--- src/rtl/pk_encode_if.sv ---
// Handshake bundle for the ML-DSA public-key encoder: control, rho seed,
// t1 coefficient input stream and packed pk byte output stream.
interface pk_encode_if #(
  parameter int COEFF_W = 10
);
  logic               start;
  logic [255:0]       rho;
  logic               coeff_valid;
  logic [COEFF_W-1:0] coeff;
  logic               coeff_ready;
  logic               pk_valid;
  logic [7:0]         pk_byte;
  logic               pk_last;
  logic               pk_ready;
  logic               busy;
  logic               done;

  modport master (
    output start, rho, coeff_valid, coeff, pk_ready,
    input  coeff_ready, pk_valid, pk_byte, pk_last, busy, done
  );

  modport slave (
    input  start, rho, coeff_valid, coeff, pk_ready,
    output coeff_ready, pk_valid, pk_byte, pk_last, busy, done
  );
endinterface

--- src/rtl/pk_encode.sv ---
// ML-DSA public-key encoder: emits rho followed by the LSB-first
// SimpleBitPack of all t1 coefficients as a backpressured byte stream.
module pk_encode #(
  parameter int K       = 8,
  parameter int N       = 256,
  parameter int COEFF_W = 10
) (
  input  logic        clk,
  input  logic        rst_n,
  pk_encode_if.slave  bus
);

  localparam int TOTAL = K * N;
  localparam int CC_W  = $clog2(TOTAL + 1);
  localparam int ACC_W = COEFF_W + 7;
  localparam int BC_W  = $clog2(ACC_W + 1);
  localparam logic [CC_W-1:0] TOTAL_COEFFS = CC_W'(TOTAL);

  typedef enum logic [1:0] {S_IDLE, S_RHO, S_T1, S_DONE} state_t;

  state_t            state, state_next;
  logic [255:0]      rho_q;
  logic [4:0]        byte_idx;
  logic [ACC_W-1:0]  acc;
  logic [BC_W-1:0]   cnt;
  logic [CC_W-1:0]   coeff_cnt;

  logic              pk_valid, pk_last, coeff_ready, busy, done;
  logic [7:0]        pk_byte;
  logic              byte_fire, coeff_fire;

  assign byte_fire  = pk_valid && bus.pk_ready;
  assign coeff_fire = coeff_ready && bus.coeff_valid;

  always_comb begin
    state_next  = state;
    pk_valid    = 1'b0;
    pk_byte     = 8'h00;
    pk_last     = 1'b0;
    coeff_ready = 1'b0;
    busy        = 1'b1;
    done        = 1'b0;
    case (state)
      S_IDLE: begin
        busy = 1'b0;
        if (bus.start) state_next = S_RHO;
      end
      S_RHO: begin
        pk_valid = 1'b1;
        pk_byte  = rho_q[{byte_idx, 3'b000} +: 8];
        if (bus.pk_ready && byte_idx == 5'd31) state_next = S_T1;
      end
      S_T1: begin
        // Accept only while fewer than 8 bits are buffered, so accept and emit never collide
        coeff_ready = (cnt < BC_W'(8)) && (coeff_cnt < TOTAL_COEFFS);
        pk_valid    = (cnt >= BC_W'(8));
        pk_byte     = acc[7:0];
        pk_last     = pk_valid && (coeff_cnt == TOTAL_COEFFS) && (cnt == BC_W'(8));
        if (pk_last && bus.pk_ready) state_next = S_DONE;
      end
      S_DONE: begin
        done       = 1'b1;
        state_next = S_IDLE;
      end
      default: state_next = S_IDLE;
    endcase
  end

  always_ff @(posedge clk or negedge rst_n) begin
    if (!rst_n) state <= S_IDLE;
    else        state <= state_next;
  end

  always_ff @(posedge clk or negedge rst_n) begin
    if (!rst_n) begin
      rho_q     <= '0;
      byte_idx  <= '0;
      acc       <= '0;
      cnt       <= '0;
      coeff_cnt <= '0;
    end else begin
      case (state)
        S_IDLE: begin
          if (bus.start) begin
            rho_q     <= bus.rho;
            byte_idx  <= '0;
            acc       <= '0;
            cnt       <= '0;
            coeff_cnt <= '0;
          end
        end
        S_RHO: begin
          if (byte_fire) byte_idx <= byte_idx + 5'd1;
        end
        S_T1: begin
          if (coeff_fire) begin
            acc       <= acc | (ACC_W'(bus.coeff) << cnt);
            cnt       <= cnt + BC_W'(COEFF_W);
            coeff_cnt <= coeff_cnt + CC_W'(1);
          end else if (byte_fire) begin
            acc <= acc >> 8;
            cnt <= cnt - BC_W'(8);
          end
        end
        default: ;
      endcase
    end
  end

  assign bus.pk_valid    = pk_valid;
  assign bus.pk_byte     = pk_byte;
  assign bus.pk_last     = pk_last;
  assign bus.coeff_ready = coeff_ready;
  assign bus.busy        = busy;
  assign bus.done        = done;

endmodule

--- src/flat_wrapper.sv ---
// flat-port wrapper written by rule: the top's interface ports become plain ports
module pk_encode_flat 
#(
  parameter int K       = 8,
  parameter int N       = 256,
  parameter int COEFF_W = 10
)
  (clk, rst_n, bus_start, bus_rho, bus_coeff_valid, bus_coeff, bus_pk_ready, bus_coeff_ready, bus_pk_valid, bus_pk_byte, bus_pk_last, bus_busy, bus_done);
  pk_encode_if #(.COEFF_W(COEFF_W)) bus_i ();
  input  logic clk;
  input  logic rst_n;
  input wire logic [$bits(bus_i.start)-1:0] bus_start;
  input wire logic [$bits(bus_i.rho)-1:0] bus_rho;
  input wire logic [$bits(bus_i.coeff_valid)-1:0] bus_coeff_valid;
  input wire logic [$bits(bus_i.coeff)-1:0] bus_coeff;
  input wire logic [$bits(bus_i.pk_ready)-1:0] bus_pk_ready;
  output wire logic [$bits(bus_i.coeff_ready)-1:0] bus_coeff_ready;
  output wire logic [$bits(bus_i.pk_valid)-1:0] bus_pk_valid;
  output wire logic [$bits(bus_i.pk_byte)-1:0] bus_pk_byte;
  output wire logic [$bits(bus_i.pk_last)-1:0] bus_pk_last;
  output wire logic [$bits(bus_i.busy)-1:0] bus_busy;
  output wire logic [$bits(bus_i.done)-1:0] bus_done;
  assign bus_i.start = bus_start;
  assign bus_i.rho = bus_rho;
  assign bus_i.coeff_valid = bus_coeff_valid;
  assign bus_i.coeff = bus_coeff;
  assign bus_i.pk_ready = bus_pk_ready;
  assign bus_coeff_ready = bus_i.coeff_ready;
  assign bus_pk_valid = bus_i.pk_valid;
  assign bus_pk_byte = bus_i.pk_byte;
  assign bus_pk_last = bus_i.pk_last;
  assign bus_busy = bus_i.busy;
  assign bus_done = bus_i.done;
  pk_encode #(.K(K), .N(N), .COEFF_W(COEFF_W)) u_core (.clk(clk), .rst_n(rst_n), .bus(bus_i));
endmodule
--- config.mk ---
export PLATFORM = sky130hd
export DESIGN_NAME = pk_encode_flat
export DESIGN_NICKNAME = d
export VERILOG_FILES = /design/src/rtl/pk_encode_if.sv /design/src/rtl/pk_encode.sv /design/src/flat_wrapper.sv
export SDC_FILE = /design/constraint.sdc
export NUM_CORES = 1
export LEC_CHECK = 0
export CELL_PAD_IN_SITES_DETAIL_PLACEMENT = 2
export CELL_PAD_IN_SITES_GLOBAL_PLACEMENT = 2
export CORE_ASPECT_RATIO = 0.8
export CORE_MARGIN = 2
export CORE_UTILIZATION = 35
export CTS_CLUSTER_SIZE = 10
export DETAILED_ROUTE_END_ITERATION = 16
export PLACE_DENSITY = 0.77
export SYNTH_ARGS = -nofsm -noshare
export SYNTH_HDL_FRONTEND = slang
export SYNTH_SLANG_ARGS = --single-unit
export TNS_END_PERCENT = 30
--- constraint.sdc ---
create_clock -name clk -period 3.3 [get_ports clk]
set_clock_uncertainty 0.15 [all_clocks]
set_input_delay 0.66 -clock clk [delete_from_list [all_inputs] [get_ports clk]]
set_output_delay 0.66 -clock clk [all_outputs]
set_load 0.05 [all_outputs]
==> results.md <==
- Status: finished with violations
- Failing checks: negative hold slack, negative setup slack
- Clock Sinks: 296
- Setup TNS: -2.67 ns
- Bufs and invs on worst path: 2
- Share of the yosys chip area belonging to registers: 52.4%
- Yosys top cell area share: 52.4%
- Startpoint Class: flip-flop
- Mapped cell area: 14,100 um^2
- CP Max Fanout: 6
- TritonCTS buffer count: 36
- DRT antenna net count: 0
- Max transition margin: 41.6%
- Congestion Overflow GR: 0
- Hold Worst Slack: -0.00513 ns
- First-pass GRT wire length: 72,400 um
- Antenna violations before repair: 3
- Fin nets: 1,603
- Number of global-route vias before repair: 11.5k
- Post-synth top cells: dfrtp_1, mux2_2, clkbuf_1
- RR Startpoint: u_core.state[0]
- Die ar.: 42,000 um^2
- Largest net degree at the start of global routing: 146
- Area Growth Syn to Fin: 36.3%
- Dpl hpwl: 34,900 um
- CTS tree: built
- # rows: 65
- Top_reg_cell synth: dfrtp_1
- Top cells by area, synth: dfrtp_1, mux2_2, mux4_2
- Period minus WS final: 3.70 ns
- Most frequent cell after synthesis: dfrtp_1
- R2R depth: 6
- Placed Cells: 1,813
- Effective utilization at floorplan: 35.7%
- Root buf cell: clkbuf_16
- DR DRC count: 0
- Gpl congestion: 0.781
- Avg Cell Area, Syn: 13.9 um^2
- CP most frequent cell: buf_12
- Fill cell count: 3,758
- Post-Syn Nets: 1,300
- Syn Inst Count: 1,017
- Crit path capture type: primary output
- Total number of vias: 9,878
- Post-synth EDFFs: 0
- CP top delay family: compound AO/OA/AOI/OAI gates
- Die W: 229 um
- Met1 Use GR: 30.4%
- Fraction of registers with async set/reset: 100%
- Slew @ Worst Pin: 0.875 ns
- Depth of the CTS H-tree: 2
- Share of the core filled with cells: 48.6%
- RSZ-0062 raised after global routing: yes
- Die Ht: 184 um
- DP Worst Slack: -0.0306 ns
- Gr busiest metal: met2
- Final Routed Wirelength: 48,100 um
- Clock Path Buffers: 3
- Worst hold path type: primary input to async pin
- Drt first pass iters: 4
- Setup Crit Path Kind: flip-flop to primary output
- WL/cell: 25.7 um
- Largest area contributor in the netlist: dfrtp_1
- Final slew viol count: 0
- Critical Path RT: 2.49 ns
- Slowest stage cell on the critical path: mux4_2
- Power Density: 948 nW/um^2
- Synth Register Bits: 296
- Share of layout cells above drive strength 1: 34.3%
- I/O pin cnt: 284
- Finished Layout Cells: 1,870
- Reg2reg setup slack: 0.46 ns
- Latest clock arrival within the worst-skew pair: 0.53 ns
- Met3 global-route usage: 3.29%
- VDD IR max: 0.000410 V
- CTS clk-pin slew, worst paths: 0.06 ns
- Vias/cell: 5.28
- Crit path arrival time: 2.89 ns
- Met2 Use GR: 39.7%
- Netlist cell types: 57
- F_max: 270 MHz
- Tcrit/Tclk final: 112%
- Total GRT Usage: 22.9%
- Max Cap Violations: 0
- PortBufs: 283
- R2R Path End: u_core.coeff_cnt[6]
- Ys Warns: 0
- CP cell instances: buf_12 -> mux4_2 -> a22o_4 -> a2111oi_4 -> a21oi_2 -> a22o_1 -> buf_12
- Final setup fails: 8
- Max incr delay on CP: 0.55 ns
- Lkg Pwr: 7.77 nW
- Fin worst setup slack: -0.405 ns
- Iter 0 DRT Violations: 534
- Core area: 39,600 um^2
- Fin. Hold Viols: 6
-- area by class of cell --
class                   instances  area (um^2)  area share [%]
inverters                      14         52.6           0.273
well taps                     536          671            3.48
multi-input cells             635         6580            34.1
repair buffers                337         3530            18.3
clock inverters                 4         75.1           0.390
clock buffers                  45          945            4.90
diodes                          3         7.51          0.0390
flip-flops and latches        296         7410            38.5
-- placed cells by master, fill, tap and decap left out, types with 5 or more instances in the layout --
cell type / netlist / routed
a22oi_1: 11 / 11
o221a_2: 6 / 6
a21oi_2: 0 / 6
o21ai_0: 18 / 17
and2_1: 5 / 5
inv_1: 13 / 13
o22ai_1: 13 / 10
mux2i_1: 45 / 39
nor2_1: 29 / 28
nor3_1: 6 / 6
mux2i_2: 0 / 5
buf_4: 3 / 42
clkdlybuf4s50_1: 0 / 271
mux4_2: 47 / 48
nand2_1: 31 / 30
buf_12: 1 / 19
mux2_2: 260 / 260
nor2b_1: 9 / 8
a2111oi_4: 0 / 8
o221ai_1: 8 / 8
a22o_1: 15 / 11
dfrtp_1: 296 / 294
ha_1: 12 / 12
clkbuf_16: 0 / 36
a21oi_1: 41 / 34
nand3_1: 14 / 14
clkbuf_1: 50 / 8
xnor2_1: 6 / 6
-- flip-flops by register name (all words and copies together), names as in the netlist --
register / flops
u_core.rho_q: 256
u_core.acc: 17
u_core.coeff_cnt: 12
u_core.state: 2
u_core.byte_idx: 5
u_core.cnt: 4
-- cell families after synthesis --
family	synth area share, %
AO/OA/AOI/OAI	7.41
XOR/XNOR	0.372
adder cells (fa/ha/maj)	1.06
buffers and inverters	2.78
flip-flops	52.4
multiplexers	32.0
AND/OR/NAND/NOR	4.00
-- power breakdown --
part           total, W  switching (W)  internal (W)
combinational   0.00794        0.00358       0.00436
clock           0.00364        0.00155       0.00209
sequential      0.00668        0.00126       0.00542
total            0.0183        0.00639        0.0119
-- worst max-delay path by stage --
stage / from / endpoint / slack [ns] / cells after the start
after global placement: u_core.byte_idx[0] / bus_pk_byte[7] / 0.08 / 6
final: u_core.byte_idx[0] / bus_pk_byte[5] / -0.40 / 7
after floorplan: u_core.byte_idx[2] / bus_pk_byte[3] / 0.25 / 6
after detailed placement: u_core.byte_idx[0] / bus_pk_byte[3] / -0.03 / 6
after global routing: u_core.byte_idx[0] / bus_pk_byte[4] / -0.49 / 10
after CTS: u_core.byte_idx[0] / bus_pk_byte[7] / -0.45 / 9
-- metal layers --
metal / part of all wire [%] / routed length, um
met5: 0 / 0
met4: 2.0 / 975
met3: 3.3 / 1570
met2: 51 / 24400
met1: 44 / 21100
-- repair_timing --
action | in CTS | in global routing
endpoints found under the setup margin | 8 | 9
gates cloned | 2 | 0
hold buffers | 0 | 0
pin swaps | 13 | 6
setup buffers | 3 | 1
resized for setup | 28 | 16
-- metrics by stage --
stage / power [W] / instance area, um^2
after floorplan: 0.0112 / 14100
after global routing: 0.0192 / 19300
final: 0.0183 / 19300
after global placement: 0.0136 / 17900
after detailed placement: 0.0140 / 17900
after CTS: 0.0183 / 19200
Note: power is estimated with default switching activity, not from simulation.
==> edit 1, RTL diff (config.mk and constraints unchanged) <==
`K` is set to 8 in 2 places; all go to 16.
--- a/src/rtl/pk_encode.sv
+++ b/src/rtl/pk_encode.sv
@@ -1,7 +1,7 @@
 // ML-DSA public-key encoder: emits rho followed by the LSB-first
 // SimpleBitPack of all t1 coefficients as a backpressured byte stream.
 module pk_encode #(
-  parameter int K       = 8,
+  parameter int K       = 16,
   parameter int N       = 256,
   parameter int COEFF_W = 10
 ) (
--- a/src/flat_wrapper.sv
+++ b/src/flat_wrapper.sv
@@ -1,7 +1,7 @@
 // flat-port wrapper written by rule: the top's interface ports become plain ports
 module pk_encode_flat 
 #(
-  parameter int K       = 8,
+  parameter int K       = 16,
   parameter int N       = 256,
   parameter int COEFF_W = 10
 )
Function: same outputs for any inputs over 4 cycles, from zero or initial values and one cycle with rst_n low; that may be too few to reach the edited logic, so the function may still have changed.
==> edit 1 against the original RTL <==
The run still ends with hold timing, setup timing left; maximum frequency shrank 0.29%; via count is 2.8% higher; cell area rose by 0.40%; non-clock buffer count is 5 higher; wire length increased by 6.6%; total power increased by 2.0%; worst setup slack got worse by 11 ps; cell count grew 1.0%; global-route usage rose by 1.7 points; sequential cell count grew 1; area after synthesis is 0.21% higher; combinational power grew 4.2%; sequential share of layout area barely moved.
==> edit 1: results (changes against the original RTL) <==
[global_routing]
gr-usage-met3_pct = 4.90  ; +1.6 points
grtUsageMet1_pct = 33.1  ; +2.7 points
grt_use_total_pct = 24.6  ; +1.7 points
grt.met2_usage_pct = 40.6  ; +0.94 points
antenna_found_initial = 7  ; +4
grt_max_degree = 80  ; -45%
grt_pass1_vias = 11600  ; +1.3%

[timing]
layout_setup_ws_ps = -415  ; -10.6 ps
fin_setup_tns_ps = -2910  ; -244 ps
max_slew_margin_pct = 50.5  ; +8.8 points
hold_viol = 9  ; +3
whs_ps = -23.1  ; -18.0 ps
setup_viol_count_final = 8  ; unchanged

[final_layout]
num-nets-final = 1616  ; +0.81%
layout.nonclk_buf_share_pct = 18.7  ; +0.43 points
drive_gt1_share_pct = 33.9  ; -0.46 points
reg_top3 = u_core.rho_q: 256 flops, u_core.acc: 17 flops, u_core.coeff_cnt: 13 flops
num-nonclk-buffers = 342  ; +1.5%
multi_input_cells = 636  ; +0.16%
n_clock_buffer = 49  ; +8.9%
antennaDiodeCount = 4  ; +1
num-nonclk-inverters = 19  ; +5
multi_input_area_share_pct = 33.5  ; -0.62 points
nFlopsAndLatches = 297  ; +0.34%
clock_area_share_pct = 5.42  ; +0.12 points
sh_seq_area_pct = 38.5  ; about the same

[detailed_routing]
vias = 10200  ; +2.8%
routed.top_layer = met5
wl_um = 51300  ; +6.6%
wl_met2_um = 24600  ; +0.71%
met3RoutedLength_um = 2430  ; +55%
wl_per_cell_um = 27.2  ; +5.6%
drt_iter0_markers = 590  ; +10%
wirelength_met1_um = 23000  ; +8.8%

[power]
comb_power_mw = 8.27  ; +4.2%
vdd_drop_max_mv = 0.366  ; -11%
pwr-share-clk_pct = 19.6  ; -0.3 points
leakage_nw = 7.84  ; +0.90%
swShare_pct = 35.8  ; +0.81 points

[yosys]
yosysUniqueCellTypes = 55  ; -3.5%
synth.area.top_cells = dfrtp_1 (52%), mux2_2 (21%), mux4_2 (8.0%), mux2i_1 (3.0%), a21oi_1 (1.5%)
syn_inst = 1024  ; +0.69%
synth_common_cells = dfrtp_1 (297), mux2_2 (262), mux4_2 (50), mux2i_1 (43), a21oi_1 (42)
syn_nets = 1307  ; +0.54%

[clock_network]
post-cts-setup-buffers = 4  ; +1
ctsResizeCount = 12  ; -57%
cts_buffers = 37  ; +2.8%

[place]
dpl.hpwl_um = 36700  ; +5.0%
gp_congestion = 0.812  ; +3.9%
dp_cells = 1818  ; +0.28%

[worst_setup_path]
cp_slowest_cell = dfrtp_4
cp_data_arrival_time_ps = 2910  ; +20 ps
r2r-end = u_core.acc[6]$_DFFE_PN0P_
r2r_slack_ps = 580  ; +120 ps

[status]
status = finished with violations
failed_checks = hold timing, setup timing

==> edit 1: cell count changes after synthesis, sizes merged, moves of 6 or more <==
| cell | delta |
|---|---|
| a211oi | +7 |
| buf | +9 |
| clkbuf | -9 |
| nand2 | -7 |
| o21ai | +10 |
| o221a | -6 |
| xor2 | +6 |
==> edit 1: logic make-up (layout without fill, tap and decap cells) <==
group / after synthesis / count (layout) / share of synthesized area, %
muxes: 356 / 356 / 31.9
DFF: 297 / 297 / 52.5
AOI/OAI and AO/OA: 148 / 148 / 7.18
and+or+nand+nor: 111 / 111 / 3.95
buffers and inverters: 91 / 416 / 2.86
adders and majority gates: 12 / 12 / 1.06
xor gates and xnor gates: 9 / 9 / 0.557
other: 0 / 4 / 0
==> edit 1: stage by stage <==
stage          setup slack (ps)  instance area, um^2  power, mW
2_1_floorplan               159                14200       11.3
3_3_place_gp               99.0                17900       13.9
3_5_place_dp               63.4                17900       14.4
4_1_cts                    -442                19200       18.5
5_1_grt                    -525                19300       19.7
6_report                   -415                19300       18.6
==> edit 2, RTL diff (same flow settings) <==
Without the edit above. The 4 states of `state_t` get a one-hot encoding in 4 bits.
--- a/src/rtl/pk_encode.sv
+++ b/src/rtl/pk_encode.sv
@@ -16,7 +16,7 @@
   localparam int BC_W  = $clog2(ACC_W + 1);
   localparam logic [CC_W-1:0] TOTAL_COEFFS = CC_W'(TOTAL);
 
-  typedef enum logic [1:0] {S_IDLE, S_RHO, S_T1, S_DONE} state_t;
+  typedef enum logic [3:0] {S_IDLE = 4'b0001, S_RHO = 4'b0010, S_T1 = 4'b0100, S_DONE = 4'b1000} state_t;
 
   state_t            state, state_next;
   logic [255:0]      rho_q;
Check against the original RTL: no difference found for any inputs over 4 cycles, from zero or initial values and one cycle with rst_n low; so few cycles prove little.
==> edit 2 against the original RTL <==
The run ends with setup timing left; worst setup slack better by 140 ps; maximum frequency up 4.0%; sequential cell count up 2; largest power group unchanged; wire length up 20%; total power down 7.2%; critical path depth up 2; highest routed layer unchanged; cell area up 2.2%; area after synthesis up 0.70%.
==> edit 2: results (changes against the original RTL) <==
[final_layout]
antennaDiodeCount = 0  ; -3
fin_util_pct = 48.8  ; +0.13 points
num-nets-final = 2172  ; +35%
nFlopsAndLatches = 298  ; +0.68%
clock_area_share_pct = 5.14  ; -0.15 points
sh_seq_area_pct = 37.9  ; -0.57 points
num-nonclk-buffers = 353  ; +4.7%
n_clock_buffer = 48  ; +6.7%
layout.nonclk_buf_share_pct = 18.9  ; +0.63 points
fillerInstances = 4208  ; +12%
multi_input_cells = 1196  ; +88%
drive_gt1_share_pct = 12.8  ; -22 points
multi_input_area_mm2 = 0.00677  ; +3.0%

[global_routing]
gr-usage-met3_pct = 5.49  ; +2.2 points
antenna_found_initial = 0  ; -3
grt_pass1_wl_um = 88700  ; +23%
grtUsageMet1_pct = 36.5  ; +6.1 points

[yosys]
syn_nets = 1882  ; +45%
avgSynthCellArea_um2 = 8.87  ; -36%
synth_common_cells = nand2_1 (830), dfrtp_1 (297), mux2i_1 (60), buf_2 (47)
yosysUniqueCellTypes = 51  ; -11%
ys_seq_area_share_pct = 52.4  ; about the same

[timing]
layout_setup_ws_ps = -263  ; +142 ps
fin_setup_tns_ps = -1280  ; +1390 ps
tightest_slew_ps = 928  ; +52.4 ps
setup_viol_count_final = 8  ; unchanged
whs_ps = 325  ; +330 ps

[status]
failed_checks = setup timing
status = finished with violations

[worst_setup_path]
r2r_slack_ps = 510  ; +50 ps
critPathMaxFanout = 5  ; -1
reg2reg_depth = 7  ; +1
r2r-end = u_core.acc[10]$_DFFE_PN0P_
reg2reg_from = u_core.state[1]$_DFFE_PN0P_
cp_slowest_cell = dfrtp_4
cp_data_arrival_time_ps = 2750  ; -140 ps

[power]
vdd_drop_max_mv = 0.375  ; -8.5%
leakage_nw = 9.26  ; +19%

[place]
dpl.hpwl_um = 40600  ; +16%
gp_congestion = 0.798  ; +2.1%
dpl_cell_area_mm2 = 0.0179  ; +0.18%

[clock_network]
ctsResizeCount = 92  ; +230%
postCtsHoldBufs = 1  ; +1
post-cts-setup-buffers = 16  ; +13

[detailed_routing]
wl_met2_um = 27900  ; +14%
drt_iter0_markers = 915  ; +71%
wirelength_met1_um = 25600  ; +21%
drtPass1Iterations = 5  ; +1

[min_path]
hold_start = u_core.rho_q[226]$_DFFE_PN0P_

-- edit 2: cell count changes after synthesis, moves of 15 or more --
cell     before  now
o22ai_1      13   29
buf_2        10   47
nand2_1      31  830
mux2_2      260   10
mux2i_1      45   60
-- edit 2: kinds of logic (layout without fill, tap and decap cells) --
logic type      count (synthesis)  in the layout  synth area share (%)
simple gates                  946            946                  26.4
flops                         298            298                  52.4
compound gates                126            126                  5.70
buf+inv                       110            411                  3.66
mux                           104            104                  10.4
xor+xnor                       13             13                 0.800
fa+ha+maj                       7              7                 0.615
-- edit 2: report_power, final --
group | switching (mW) | total, mW | internal (mW)
Combinational | 3.83 | 6.79 | 2.96
Sequential | 1.26 | 6.52 | 5.25
Clock | 1.54 | 3.64 | 2.10
Total | 6.63 | 17.0 | 10.3
-- edit 2: critical path: cells and delay by family (launching register included) --
| kind | cells | cell delay [ps] |
|---|---|---|
| compound gates | 3 | 560 |
| buf+inv | 4 | 570 |
| flops | 1 | 540 |
| mux | 1 | 430 |
| simple gates | 1 | 110 |
